### src/rtl/rv_pkg.sv
// Shared decode definitions for the RV32I/RV64I(+M) decode stage: opcodes,
// ALU control layout, immediate formats and the decoded control bundle.
package rv_pkg;

    localparam logic [6:0] OPC_LUI      = 7'b0110111;
    localparam logic [6:0] OPC_AUIPC    = 7'b0010111;
    localparam logic [6:0] OPC_JAL      = 7'b1101111;
    localparam logic [6:0] OPC_JALR     = 7'b1100111;
    localparam logic [6:0] OPC_BRANCH   = 7'b1100011;
    localparam logic [6:0] OPC_LOAD     = 7'b0000011;
    localparam logic [6:0] OPC_STORE    = 7'b0100011;
    localparam logic [6:0] OPC_OP_IMM   = 7'b0010011;
    localparam logic [6:0] OPC_OP       = 7'b0110011;
    localparam logic [6:0] OPC_MISC_MEM = 7'b0001111;
    localparam logic [6:0] OPC_SYSTEM   = 7'b1110011;

    localparam logic [31:0] EBREAK = 32'h0010_0073;

    // alu_ctrl = {UorS, RorL, AorS, LorA, op[9:0]}; each flag bit set means
    // unsigned / right / subtract(or negate branch compare) / arithmetic.
    localparam int ALU_U = 13;
    localparam int ALU_R = 12;
    localparam int ALU_S = 11;
    localparam int ALU_A = 10;

    localparam int OP_DIV   = 9;
    localparam int OP_MUL   = 8;
    localparam int OP_SHIFT = 7;
    localparam int OP_ADD   = 6;
    localparam int OP_SLT   = 5;
    localparam int OP_BGE   = 4;
    localparam int OP_AND   = 3;
    localparam int OP_OR    = 2;
    localparam int OP_XOR   = 1;
    localparam int OP_MOD   = 0;

    typedef enum logic [2:0] {
        IMM_NONE, IMM_I, IMM_S, IMM_B, IMM_U, IMM_J
    } imm_e;

    typedef enum logic [1:0] {
        OCC_EMPTY, OCC_MAIN, OCC_BOTH
    } occ_e;

    typedef struct packed {
        logic [4:0]  rd;
        logic        rf_we;
        logic [13:0] alu_ctrl;
        logic        s1_sel;
        logic        s2_sel;
        logic        mem_re;
        logic        mem_we;
        logic [2:0]  mem_size;
        logic        branch;
        logic        jump;
        logic        ebreak;
        logic        illegal;
    } ctrl_t;

endpackage

### src/rtl/rv_idu_stage_if.sv
// IFU-facing, EXU-facing and write-back signals of the decode stage.
interface rv_idu_stage_if #(parameter int XLEN = 32);
    logic            flush;
    logic            in_valid;
    logic            in_ready;
    logic [XLEN-1:0] in_pc;
    logic [31:0]     in_inst;
    logic            wb_we;
    logic [4:0]      wb_waddr;
    logic [XLEN-1:0] wb_wdata;
    logic            out_valid;
    logic            out_ready;
    logic [XLEN-1:0] out_pc;
    logic [XLEN-1:0] out_imm;
    logic [XLEN-1:0] out_rs1_data;
    logic [XLEN-1:0] out_rs2_data;
    logic [4:0]      out_rd;
    logic            out_rf_we;
    logic [13:0]     out_alu_ctrl;
    logic            out_s1_sel;
    logic            out_s2_sel;
    logic            out_mem_re;
    logic            out_mem_we;
    logic [2:0]      out_mem_size;
    logic            out_branch;
    logic            out_jump;
    logic            out_ebreak;
    logic            out_illegal;

    modport slave (
        input  flush, in_valid, in_pc, in_inst, wb_we, wb_waddr, wb_wdata, out_ready,
        output in_ready, out_valid, out_pc, out_imm, out_rs1_data, out_rs2_data, out_rd,
               out_rf_we, out_alu_ctrl, out_s1_sel, out_s2_sel, out_mem_re, out_mem_we,
               out_mem_size, out_branch, out_jump, out_ebreak, out_illegal
    );

    modport master (
        output flush, in_valid, in_pc, in_inst, wb_we, wb_waddr, wb_wdata, out_ready,
        input  in_ready, out_valid, out_pc, out_imm, out_rs1_data, out_rs2_data, out_rd,
               out_rf_we, out_alu_ctrl, out_s1_sel, out_s2_sel, out_mem_re, out_mem_we,
               out_mem_size, out_branch, out_jump, out_ebreak, out_illegal
    );
endinterface

### src/rtl/rv_idu_decode.sv
// Combinational instruction decoder: immediate, control bundle, operand usage and legality.
module rv_idu_decode
    import rv_pkg::*;
#(
    parameter int XLEN = 32,
    parameter bit EN_M = 1'b1
) (
    input  logic [31:0]     inst,
    output logic [XLEN-1:0] imm,
    output ctrl_t           ctrl,
    output logic            rs1_en,
    output logic            rs2_en
);
    localparam bit IS64 = (XLEN == 64);

    logic [6:0] opcode;
    logic [6:0] funct7;
    logic [2:0] funct3;
    logic [9:0] op;
    logic       f_u, f_r, f_s, f_a;
    logic       wr, ill, shamt_ok;
    imm_e       imm_type;

    assign opcode   = inst[6:0];
    assign funct3   = inst[14:12];
    assign funct7   = inst[31:25];
    assign shamt_ok = IS64 || !inst[25];

    always_comb begin
        op       = '0;
        {f_u, f_r, f_s, f_a} = 4'b0000;
        wr       = 1'b0;
        ill      = 1'b0;
        imm_type = IMM_NONE;
        rs1_en   = 1'b0;
        rs2_en   = 1'b0;
        ctrl     = '0;
        case (opcode)
            OPC_LUI: begin
                wr = 1'b1; ctrl.s2_sel = 1'b1; imm_type = IMM_U;
            end
            OPC_AUIPC: begin
                wr = 1'b1; ctrl.s1_sel = 1'b1; ctrl.s2_sel = 1'b1; imm_type = IMM_U;
            end
            OPC_JAL: begin
                wr = 1'b1; ctrl.jump = 1'b1; ctrl.s1_sel = 1'b1; imm_type = IMM_J;
            end
            OPC_JALR: begin
                wr = 1'b1; ctrl.jump = 1'b1; ctrl.s2_sel = 1'b1; rs1_en = 1'b1;
                imm_type = IMM_I; ill = (funct3 != 3'b000);
            end
            OPC_BRANCH: begin
                ctrl.branch = 1'b1; rs1_en = 1'b1; rs2_en = 1'b1; imm_type = IMM_B;
                case (funct3)
                    3'b000: op[OP_XOR] = 1'b1;
                    3'b001: begin op[OP_XOR] = 1'b1; f_s = 1'b1; end
                    3'b100: op[OP_SLT] = 1'b1;
                    3'b101: op[OP_BGE] = 1'b1;
                    3'b110: begin op[OP_SLT] = 1'b1; f_u = 1'b1; end
                    3'b111: begin op[OP_BGE] = 1'b1; f_u = 1'b1; end
                    default: ill = 1'b1;
                endcase
            end
            OPC_LOAD: begin
                wr = 1'b1; ctrl.mem_re = 1'b1; ctrl.s2_sel = 1'b1; rs1_en = 1'b1;
                imm_type = IMM_I; ctrl.mem_size = funct3;
                case (funct3)
                    3'b000, 3'b001, 3'b010, 3'b100, 3'b101: ill = 1'b0;
                    3'b011, 3'b110:                         ill = !IS64;
                    default:                                ill = 1'b1;
                endcase
            end
            OPC_STORE: begin
                ctrl.mem_we = 1'b1; ctrl.s2_sel = 1'b1; rs1_en = 1'b1; rs2_en = 1'b1;
                imm_type = IMM_S; ctrl.mem_size = funct3;
                case (funct3)
                    3'b000, 3'b001, 3'b010: ill = 1'b0;
                    3'b011:                 ill = !IS64;
                    default:                ill = 1'b1;
                endcase
            end
            OPC_OP_IMM: begin
                wr = 1'b1; ctrl.s2_sel = 1'b1; rs1_en = 1'b1; imm_type = IMM_I;
                case (funct3)
                    3'b000: op[OP_ADD] = 1'b1;
                    3'b010: op[OP_SLT] = 1'b1;
                    3'b011: begin op[OP_SLT] = 1'b1; f_u = 1'b1; end
                    3'b100: op[OP_XOR] = 1'b1;
                    3'b110: op[OP_OR]  = 1'b1;
                    3'b111: op[OP_AND] = 1'b1;
                    3'b001: begin
                        op[OP_SHIFT] = 1'b1;
                        ill = !(inst[31:26] == 6'b000000 && shamt_ok);
                    end
                    default: begin
                        op[OP_SHIFT] = 1'b1; f_r = 1'b1; f_a = inst[30];
                        ill = !((inst[31:26] == 6'b000000 || inst[31:26] == 6'b010000) && shamt_ok);
                    end
                endcase
            end
            OPC_OP: begin
                wr = 1'b1; rs1_en = 1'b1; rs2_en = 1'b1;
                if (funct7 == 7'b0000001) begin
                    ill = !EN_M;
                    case (funct3)
                        3'b000: op[OP_MUL] = 1'b1;
                        3'b001: begin op[OP_MUL] = 1'b1; f_r = 1'b1; end
                        3'b010: begin op[OP_MUL] = 1'b1; f_r = 1'b1; f_a = 1'b1; end
                        3'b011: begin op[OP_MUL] = 1'b1; f_r = 1'b1; f_u = 1'b1; end
                        3'b100: op[OP_DIV] = 1'b1;
                        3'b101: begin op[OP_DIV] = 1'b1; f_u = 1'b1; end
                        3'b110: op[OP_MOD] = 1'b1;
                        default: begin op[OP_MOD] = 1'b1; f_u = 1'b1; end
                    endcase
                end else if (funct7 == 7'b0000000) begin
                    case (funct3)
                        3'b000: op[OP_ADD]   = 1'b1;
                        3'b001: op[OP_SHIFT] = 1'b1;
                        3'b010: op[OP_SLT]   = 1'b1;
                        3'b011: begin op[OP_SLT] = 1'b1; f_u = 1'b1; end
                        3'b100: op[OP_XOR]   = 1'b1;
                        3'b101: begin op[OP_SHIFT] = 1'b1; f_r = 1'b1; end
                        3'b110: op[OP_OR]    = 1'b1;
                        default: op[OP_AND]  = 1'b1;
                    endcase
                end else if (funct7 == 7'b0100000 && funct3 == 3'b000) begin
                    op[OP_ADD] = 1'b1; f_s = 1'b1;
                end else if (funct7 == 7'b0100000 && funct3 == 3'b101) begin
                    op[OP_SHIFT] = 1'b1; f_r = 1'b1; f_a = 1'b1;
                end else begin
                    ill = 1'b1;
                end
            end
            OPC_MISC_MEM: ill = 1'b0;
            OPC_SYSTEM: begin
                ctrl.ebreak = (inst == EBREAK);
                ill         = (inst != EBREAK);
            end
            // OP-32/OP-IMM-32 land here: the bundle carries no word-size flag, so they trap.
            default: ill = 1'b1;
        endcase

        if (op == '0) op[OP_ADD] = 1'b1;
        ctrl.rd       = inst[11:7];
        ctrl.alu_ctrl = {f_u, f_r, f_s, f_a, op};
        ctrl.illegal  = ill;
        ctrl.rf_we    = wr && (inst[11:7] != 5'd0) && !ill;
        if (ill) begin
            ctrl.mem_re = 1'b0;
            ctrl.mem_we = 1'b0;
            ctrl.branch = 1'b0;
            ctrl.jump   = 1'b0;
        end
    end

    always_comb begin
        case (imm_type)
            IMM_I:   imm = {{(XLEN-11){inst[31]}}, inst[30:20]};
            IMM_S:   imm = {{(XLEN-11){inst[31]}}, inst[30:25], inst[11:7]};
            IMM_B:   imm = {{(XLEN-12){inst[31]}}, inst[7], inst[30:25], inst[11:8], 1'b0};
            IMM_U:   imm = {{(XLEN-31){inst[31]}}, inst[30:12], 12'b0};
            IMM_J:   imm = {{(XLEN-20){inst[31]}}, inst[19:12], inst[20], inst[30:21], 1'b0};
            default: imm = '0;
        endcase
    end
endmodule

### src/rtl/ysyx22041405_regfile.sv
// 32 x XLEN integer register file: one write port, two asynchronous read ports, x0 hardwired to 0.
module ysyx22041405_regfile #(
    parameter int XLEN = 32
) (
    input  logic            clk,
    input  logic            rst,
    input  logic            we,
    input  logic [4:0]      waddr,
    input  logic [XLEN-1:0] wdata,
    input  logic [4:0]      raddr1,
    input  logic [4:0]      raddr2,
    output logic [XLEN-1:0] rdata1,
    output logic [XLEN-1:0] rdata2
);
    logic [XLEN-1:0] regs [1:31];

    always_ff @(posedge clk or negedge rst) begin
        if (!rst) begin
            for (int i = 1; i < 32; i++) regs[i] <= '0;
        end else if (we && waddr != 5'd0) begin
            regs[waddr] <= wdata;
        end
    end

    assign rdata1 = (raddr1 == 5'd0) ? '0 : regs[raddr1];
    assign rdata2 = (raddr2 == 5'd0) ? '0 : regs[raddr2];
endmodule

### src/rtl/rv_idu_stage.sv
// Decode stage between IFU and EXU: decode, regfile read with write-back bypass,
// and a main + optional skid entry holding decoded bundles in FIFO order.
//   state     | meaning
//   OCC_EMPTY | no bundle held, out_valid=0
//   OCC_MAIN  | main entry valid and presented to EXU
//   OCC_BOTH  | main presented, skid holds the next bundle, in_ready=0
module rv_idu_stage
    import rv_pkg::*;
#(
    parameter int XLEN = 32,
    parameter bit EN_M = 1'b1,
    parameter bit SKID = 1'b1
) (
    input logic           clk,
    input logic           rst,
    rv_idu_stage_if.slave bus
);
    if (XLEN != 32 && XLEN != 64) begin : g_bad_xlen
        $error("rv_idu_stage: XLEN must be 32 or 64");
    end

    typedef struct packed {
        logic [XLEN-1:0] pc;
        logic [XLEN-1:0] imm;
        logic [XLEN-1:0] rs1_data;
        logic [XLEN-1:0] rs2_data;
        ctrl_t           ctrl;
    } entry_t;

    logic [XLEN-1:0] dec_imm, rf_rdata1, rf_rdata2, rs1_val, rs2_val;
    ctrl_t           dec_ctrl;
    logic            dec_rs1_en, dec_rs2_en;
    logic [4:0]      rs1, rs2;
    occ_e            occ_q, occ_d;
    entry_t          main_q, main_d, skid_q, skid_d, new_e;
    logic            main_v, in_ready, accept, drain;

    assign rs1 = bus.in_inst[19:15];
    assign rs2 = bus.in_inst[24:20];

    rv_idu_decode #(.XLEN(XLEN), .EN_M(EN_M)) u_decode (
        .inst   (bus.in_inst),
        .imm    (dec_imm),
        .ctrl   (dec_ctrl),
        .rs1_en (dec_rs1_en),
        .rs2_en (dec_rs2_en)
    );

    ysyx22041405_regfile #(.XLEN(XLEN)) u_regfile (
        .clk    (clk),
        .rst    (rst),
        .we     (bus.wb_we),
        .waddr  (bus.wb_waddr),
        .wdata  (bus.wb_wdata),
        .raddr1 (rs1),
        .raddr2 (rs2),
        .rdata1 (rf_rdata1),
        .rdata2 (rf_rdata2)
    );

    // Unused operand fields (e.g. lui's rs1 bits) read as 0 rather than a stray register.
    always_comb begin
        rs1_val = '0;
        rs2_val = '0;
        if (dec_rs1_en && rs1 != 5'd0)
            rs1_val = (bus.wb_we && bus.wb_waddr == rs1) ? bus.wb_wdata : rf_rdata1;
        if (dec_rs2_en && rs2 != 5'd0)
            rs2_val = (bus.wb_we && bus.wb_waddr == rs2) ? bus.wb_wdata : rf_rdata2;
    end

    assign new_e  = '{pc: bus.in_pc, imm: dec_imm, rs1_data: rs1_val, rs2_data: rs2_val, ctrl: dec_ctrl};
    assign main_v = (occ_q != OCC_EMPTY);
    assign in_ready = SKID ? (occ_q != OCC_BOTH) : (!main_v || bus.out_ready);
    assign accept = bus.in_valid && in_ready;
    assign drain  = main_v && bus.out_ready;

    always_ff @(posedge clk or negedge rst) begin
        if (!rst) begin
            occ_q  <= OCC_EMPTY;
            main_q <= '0;
            skid_q <= '0;
        end else begin
            occ_q  <= occ_d;
            main_q <= main_d;
            skid_q <= skid_d;
        end
    end

    always_comb begin
        occ_d  = occ_q;
        main_d = main_q;
        skid_d = skid_q;
        case (occ_q)
            OCC_EMPTY: begin
                if (accept) begin
                    main_d = new_e;
                    occ_d  = OCC_MAIN;
                end
            end
            OCC_MAIN: begin
                if (drain && accept) begin
                    main_d = new_e;
                end else if (drain) begin
                    occ_d = OCC_EMPTY;
                end else if (SKID && accept) begin
                    skid_d = new_e;
                    occ_d  = OCC_BOTH;
                end
            end
            OCC_BOTH: begin
                if (drain) begin
                    main_d = skid_q;
                    occ_d  = OCC_MAIN;
                end
            end
            default: occ_d = OCC_EMPTY;
        endcase
        if (bus.flush) occ_d = OCC_EMPTY;
    end

    assign bus.in_ready     = in_ready;
    assign bus.out_valid    = main_v;
    assign bus.out_pc       = main_q.pc;
    assign bus.out_imm      = main_q.imm;
    assign bus.out_rs1_data = main_q.rs1_data;
    assign bus.out_rs2_data = main_q.rs2_data;
    assign bus.out_rd       = main_q.ctrl.rd;
    assign bus.out_rf_we    = main_q.ctrl.rf_we;
    assign bus.out_alu_ctrl = main_q.ctrl.alu_ctrl;
    assign bus.out_s1_sel   = main_q.ctrl.s1_sel;
    assign bus.out_s2_sel   = main_q.ctrl.s2_sel;
    assign bus.out_mem_re   = main_q.ctrl.mem_re;
    assign bus.out_mem_we   = main_q.ctrl.mem_we;
    assign bus.out_mem_size = main_q.ctrl.mem_size;
    assign bus.out_branch   = main_q.ctrl.branch;
    assign bus.out_jump     = main_q.ctrl.jump;
    assign bus.out_ebreak   = main_q.ctrl.ebreak;
    assign bus.out_illegal  = main_q.ctrl.illegal;
endmodule

### src/flat_wrapper.sv
// flat-port wrapper written by rule: the top's interface ports become plain ports
module rv_idu_stage_flat import rv_pkg::*;
#(
    parameter int XLEN = 32,
    parameter bit EN_M = 1'b1,
    parameter bit SKID = 1'b1
)
  (clk, rst, bus_flush, bus_in_valid, bus_in_pc, bus_in_inst, bus_wb_we, bus_wb_waddr, bus_wb_wdata, bus_out_ready, bus_in_ready, bus_out_valid, bus_out_pc, bus_out_imm, bus_out_rs1_data, bus_out_rs2_data, bus_out_rd, bus_out_rf_we, bus_out_alu_ctrl, bus_out_s1_sel, bus_out_s2_sel, bus_out_mem_re, bus_out_mem_we, bus_out_mem_size, bus_out_branch, bus_out_jump, bus_out_ebreak, bus_out_illegal);
  rv_idu_stage_if #(.XLEN(XLEN)) bus_i ();
  input logic clk;
  input logic rst;
  input wire logic [$bits(bus_i.flush)-1:0] bus_flush;
  input wire logic [$bits(bus_i.in_valid)-1:0] bus_in_valid;
  input wire logic [$bits(bus_i.in_pc)-1:0] bus_in_pc;
  input wire logic [$bits(bus_i.in_inst)-1:0] bus_in_inst;
  input wire logic [$bits(bus_i.wb_we)-1:0] bus_wb_we;
  input wire logic [$bits(bus_i.wb_waddr)-1:0] bus_wb_waddr;
  input wire logic [$bits(bus_i.wb_wdata)-1:0] bus_wb_wdata;
  input wire logic [$bits(bus_i.out_ready)-1:0] bus_out_ready;
  output wire logic [$bits(bus_i.in_ready)-1:0] bus_in_ready;
  output wire logic [$bits(bus_i.out_valid)-1:0] bus_out_valid;
  output wire logic [$bits(bus_i.out_pc)-1:0] bus_out_pc;
  output wire logic [$bits(bus_i.out_imm)-1:0] bus_out_imm;
  output wire logic [$bits(bus_i.out_rs1_data)-1:0] bus_out_rs1_data;
  output wire logic [$bits(bus_i.out_rs2_data)-1:0] bus_out_rs2_data;
  output wire logic [$bits(bus_i.out_rd)-1:0] bus_out_rd;
  output wire logic [$bits(bus_i.out_rf_we)-1:0] bus_out_rf_we;
  output wire logic [$bits(bus_i.out_alu_ctrl)-1:0] bus_out_alu_ctrl;
  output wire logic [$bits(bus_i.out_s1_sel)-1:0] bus_out_s1_sel;
  output wire logic [$bits(bus_i.out_s2_sel)-1:0] bus_out_s2_sel;
  output wire logic [$bits(bus_i.out_mem_re)-1:0] bus_out_mem_re;
  output wire logic [$bits(bus_i.out_mem_we)-1:0] bus_out_mem_we;
  output wire logic [$bits(bus_i.out_mem_size)-1:0] bus_out_mem_size;
  output wire logic [$bits(bus_i.out_branch)-1:0] bus_out_branch;
  output wire logic [$bits(bus_i.out_jump)-1:0] bus_out_jump;
  output wire logic [$bits(bus_i.out_ebreak)-1:0] bus_out_ebreak;
  output wire logic [$bits(bus_i.out_illegal)-1:0] bus_out_illegal;
  assign bus_i.flush = bus_flush;
  assign bus_i.in_valid = bus_in_valid;
  assign bus_i.in_pc = bus_in_pc;
  assign bus_i.in_inst = bus_in_inst;
  assign bus_i.wb_we = bus_wb_we;
  assign bus_i.wb_waddr = bus_wb_waddr;
  assign bus_i.wb_wdata = bus_wb_wdata;
  assign bus_i.out_ready = bus_out_ready;
  assign bus_in_ready = bus_i.in_ready;
  assign bus_out_valid = bus_i.out_valid;
  assign bus_out_pc = bus_i.out_pc;
  assign bus_out_imm = bus_i.out_imm;
  assign bus_out_rs1_data = bus_i.out_rs1_data;
  assign bus_out_rs2_data = bus_i.out_rs2_data;
  assign bus_out_rd = bus_i.out_rd;
  assign bus_out_rf_we = bus_i.out_rf_we;
  assign bus_out_alu_ctrl = bus_i.out_alu_ctrl;
  assign bus_out_s1_sel = bus_i.out_s1_sel;
  assign bus_out_s2_sel = bus_i.out_s2_sel;
  assign bus_out_mem_re = bus_i.out_mem_re;
  assign bus_out_mem_we = bus_i.out_mem_we;
  assign bus_out_mem_size = bus_i.out_mem_size;
  assign bus_out_branch = bus_i.out_branch;
  assign bus_out_jump = bus_i.out_jump;
  assign bus_out_ebreak = bus_i.out_ebreak;
  assign bus_out_illegal = bus_i.out_illegal;
  rv_idu_stage #(.XLEN(XLEN), .EN_M(EN_M), .SKID(SKID)) u_core (.clk(clk), .rst(rst), .bus(bus_i));
endmodule
### config.mk
export PLATFORM = sky130hd
export DESIGN_NAME = rv_idu_stage_flat
export DESIGN_NICKNAME = d
export VERILOG_FILES = /design/src/rtl/rv_pkg.sv /design/src/rtl/rv_idu_stage_if.sv /design/src/rtl/rv_idu_decode.sv /design/src/rtl/ysyx22041405_regfile.sv /design/src/rtl/rv_idu_stage.sv /design/src/flat_wrapper.sv
export SDC_FILE = /design/constraint.sdc
export NUM_CORES = 2
export LEC_CHECK = 0
export ABC_AREA = 0
export CAP_MARGIN = 5
export CELL_PAD_IN_SITES_DETAIL_PLACEMENT = 0
export CELL_PAD_IN_SITES_GLOBAL_PLACEMENT = 1
export CORE_ASPECT_RATIO = 1.2
export CORE_MARGIN = 2
export CORE_UTILIZATION = 44
export DETAILED_ROUTE_END_ITERATION = 6
export PLACE_DENSITY = 0.69
export SKIP_CTS_REPAIR_TIMING = 1
export SLEW_MARGIN = 10
export SYNTH_ARGS = -nofsm -noshare
export SYNTH_HDL_FRONTEND = slang
export SYNTH_HIERARCHICAL = 1
export SYNTH_SLANG_ARGS = --single-unit
### constraint.sdc
create_clock -name clk -period 3 [get_ports clk]
set_clock_uncertainty 0.2 [all_clocks]
set_input_delay 0.45 -clock clk [delete_from_list [all_inputs] [get_ports clk]]
set_output_delay 0.45 -clock clk [all_outputs]
set_load 0.01 [all_outputs]
==> flow_summary.json <==
{
  "ys_seq_area_share_pct": 47.1,
  "fin_setup_tns_ns": 0,
  "cp-end-kind": "flip-flop",
  "cts.sinks": 1312,
  "fmax_mhz": 339,
  "cts_tree": "built",
  "finalNetCount": 6129,
  "syn_area_um2": 69600,
  "synth_area_leaders": "dfrtp_1 (47%), mux2_2 (16%), mux4_2 (12%)",
  "portBuffers": 267,
  "clk_path_buf_depth": 3,
  "p_per_area_nw_per_um2": 631,
  "first_pass_iters": 5,
  "required_ns": 3.51,
  "die_area_um2": 161000,
  "ioPinCount": 268,
  "power_frac_comb_pct": 21.8,
  "yosys.area.top_type_share_pct": 47.1,
  "drc_errors": 0,
  "p_leak_uw": 0.0363,
  "slowest_delay_ns": 0.89,
  "crit_chain": "mux4_2, nor2b_1, a211oi_1, nor4_1, o21ai_0, a211oi_1",
  "post-synth-top-count-cell": "dfrtp_1",
  "yosys.area.top_type": "dfrtp_1",
  "p_sw_uw": 15000,
  "synth_ff_type": "dfrtp_1",
  "seq_power_share_pct": 44.5,
  "num_vias": 52000,
  "synth_edf_count": 0,
  "antenna_found_initial": 14,
  "grt_start_max_net_pins": 120,
  "die_h_um": 440,
  "finalCritPeriodShare_pct": 98.3,
  "slowest_stage": "nor4_1",
  "htree_levels": 4,
  "power.internal_uw": 37700,
  "hold_viol": 0,
  "avgSynthCellArea_um2": 12.4,
  "final_util_pct": 53.2,
  "rows": 159,
  "max_slew_margin_pct": 27.0,
  "ys_types": 80,
  "synthCells": 5637,
  "start_util_pct": 44.4,
  "min_period_ns": 2.95,
  "cts_buffers": 142,
  "cts.clk_slew.worst_paths_ns": 0.06,
  "drive_gt1_share_pct": 36.6,
  "grt_pass1_vias": 51800,
  "hpwl_um": 163000,
  "vias_per_cell": 6.34,
  "ys_top_cells_by_count": "dfrtp_1 (1,312), mux2_2 (1,017), nand2_1 (560)",
  "crit_fanout": 3,
  "first_iter_violations": 5224,
  "ys_async_sr_fraction_pct": 100,
  "wl_per_cell_um": 30.4,
  "tightest_slew_ns": 1.09,
  "gr-total-overflow": 0,
  "worstSetupPathType": "flip-flop to flip-flop",
  "die_w_um": 367,
  "finalSetupViolCount": 0,
  "ff2ff_path_depth": 6,
  "track_usage_pct": 30.8,
  "clk_latency_ns": 0.81,
  "peakVddDrop_uv": 420,
  "switching_share_pct": 28.4,
  "worstHoldPathType": "input pin to asynchronous set/reset pin",
  "grt_pass1_wl_um": 366000,
  "ys_warn_count": 6,
  "synth_seq_cells": 1312,
  "pwr-share-clk_pct": 33.7,
  "drtAntennaViolNets": 0,
  "drt-total-wl_um": 250000,
  "gp_congestion": 0.937,
  "hold_slack_ns": 0.00405,
  "rsz0062_at_grt": "false",
  "cp_common_cell": "a211oi_1",
  "drv_slew": 0,
  "drv_cap": 0,
  "synth_fp_nets": 5748,
  "core-area_um2": 157000,
  "run_status": "finished, final reports clean",
  "setup.worst_path.start_class": "flip-flop",
  "cts_root_buf": "clkbuf_16",
  "area_delta_synth_final_pct": 19.9,
  "worst_ep_arrival_time_ns": 3.46
}
[flip-flops by register name (all words and copies together) (netlist names)]
register                 cells
u_core/bus.out_jump          1
u_core/skid_q              159
u_core/bus.out_alu_ctrl     14
u_core/bus.out_rd            5
u_core/bus.out_branch        1
u_core/bus.out_s2_sel        1
u_core/bus.out_rs2_data     32
u_core/bus.out_mem_re        1
u_core/bus.out_ebreak        1
u_core/bus.out_mem_size      3
u_core/bus.out_illegal       1
u_core/bus.out_pc           32
u_core/bus.out_rs1_data     32
u_core/bus.out_imm          32
u_core/bus.out_rf_we         1
u_core/bus.out_s1_sel        1
u_core/occ_q                 2
u_core/u_regfile/regs      992
u_core/bus.out_mem_we        1
[power groups by stage]
stage                     clock, µW  sequential (µW)  combinational, µW
final                         17800            23400              11500
after global routing          18800            23800              12300
after CTS                     18100            23300              11500
after detailed placement          0            23600              11400
after global placement            0            23400              11200
after floorplan                   0            23000               7340
[cell type report]
class | instances | area [µm²]
clock inverters | 30 | 367
inverters | 21 | 80.1
clock buffers | 210 | 4240
multi-input cells | 3726 | 34300
flip-flops and latches | 1312 | 32800
repair buffers | 815 | 9020
well taps | 2093 | 2620
diodes | 8 | 20.0
fillers | 13500 | 73300
[kinds of logic after synthesis]
kind of cell | Yosys count | share of synthesized area [%]
buf+inv | 599 | 4.03
compound gates | 849 | 8.69
mux | 1667 | 32.5
flops | 1312 | 47.1
xor+xnor | 11 | 0.138
simple gates | 1195 | 7.40
fa+ha+maj | 4 | 0.0719
[per-stage QoR]
step                      total power [µW]  setup WS [ns]  cells  area (µm²)
after CTS                            52900         0.0838   8205       83400
final                                52700         0.0496   8215       83500
after floorplan                      30300          0.381   5637       69600
after global placement               34700         -0.405   7965       78800
after detailed placement             35100         -0.452   7965       78800
after global routing                 54900         0.0242   8208       83400
[critical path: cells and delay by family, from the launching register on]
| family | cells | cell delay (ns) |
|---|---|---|
| and+or+nand+nor | 2 | 1.15 |
| DFF | 1 | 0.39 |
| muxes | 1 | 0.24 |
| AOI/OAI and AO/OA | 3 | 0.86 |
[final timing paths]
path | startpoint | end | slack, ns
worst max register to register | u_core/u_regfile/regs[554] | u_core/skid_q[41] | 0.05
worst min register to register | u_core/skid_q[156] | u_core/skid_q[156] | 0.27
min in group clk | bus_in_pc[27] | u_core/skid_q[154] | 0.01
worst min-delay path | rst | u_core/u_regfile/regs[455] | 0.004
max in group asynchronous | rst | u_core/u_regfile/regs[55] | 1.51
worst max-delay path | u_core/u_regfile/regs[554] | u_core/skid_q[41] | 0.05
[layer usage]
layer	up-vias	share of wire, %	track usage, %
met5	-	0.028	0
met4	12	4.1	12.0
met3	541	7.9	6.95
met2	2251	47	49.6
met1	27500	41	40.4
li1	21800	-	-
[layout by cell type, fill, tap and decap left out, drive strengths merged, types with 54 or more instances in the layout]
| cell type | n |
|---|---|
| a21oi | 81 |
| o21ai | 71 |
| mux2i | 262 |
| nor2b | 54 |
| mux2 | 1032 |
| a221oi | 77 |
| o22ai | 104 |
| clkbuf | 210 |
| mux4 | 373 |
| a211oi | 254 |
| nand2 | 562 |
| a31oi | 103 |
| buf | 557 |
| nor2 | 369 |
| clkdlybuf4s50 | 256 |
| dfrtp | 1312 |
Note: power is estimated with default switching activity, not from simulation.
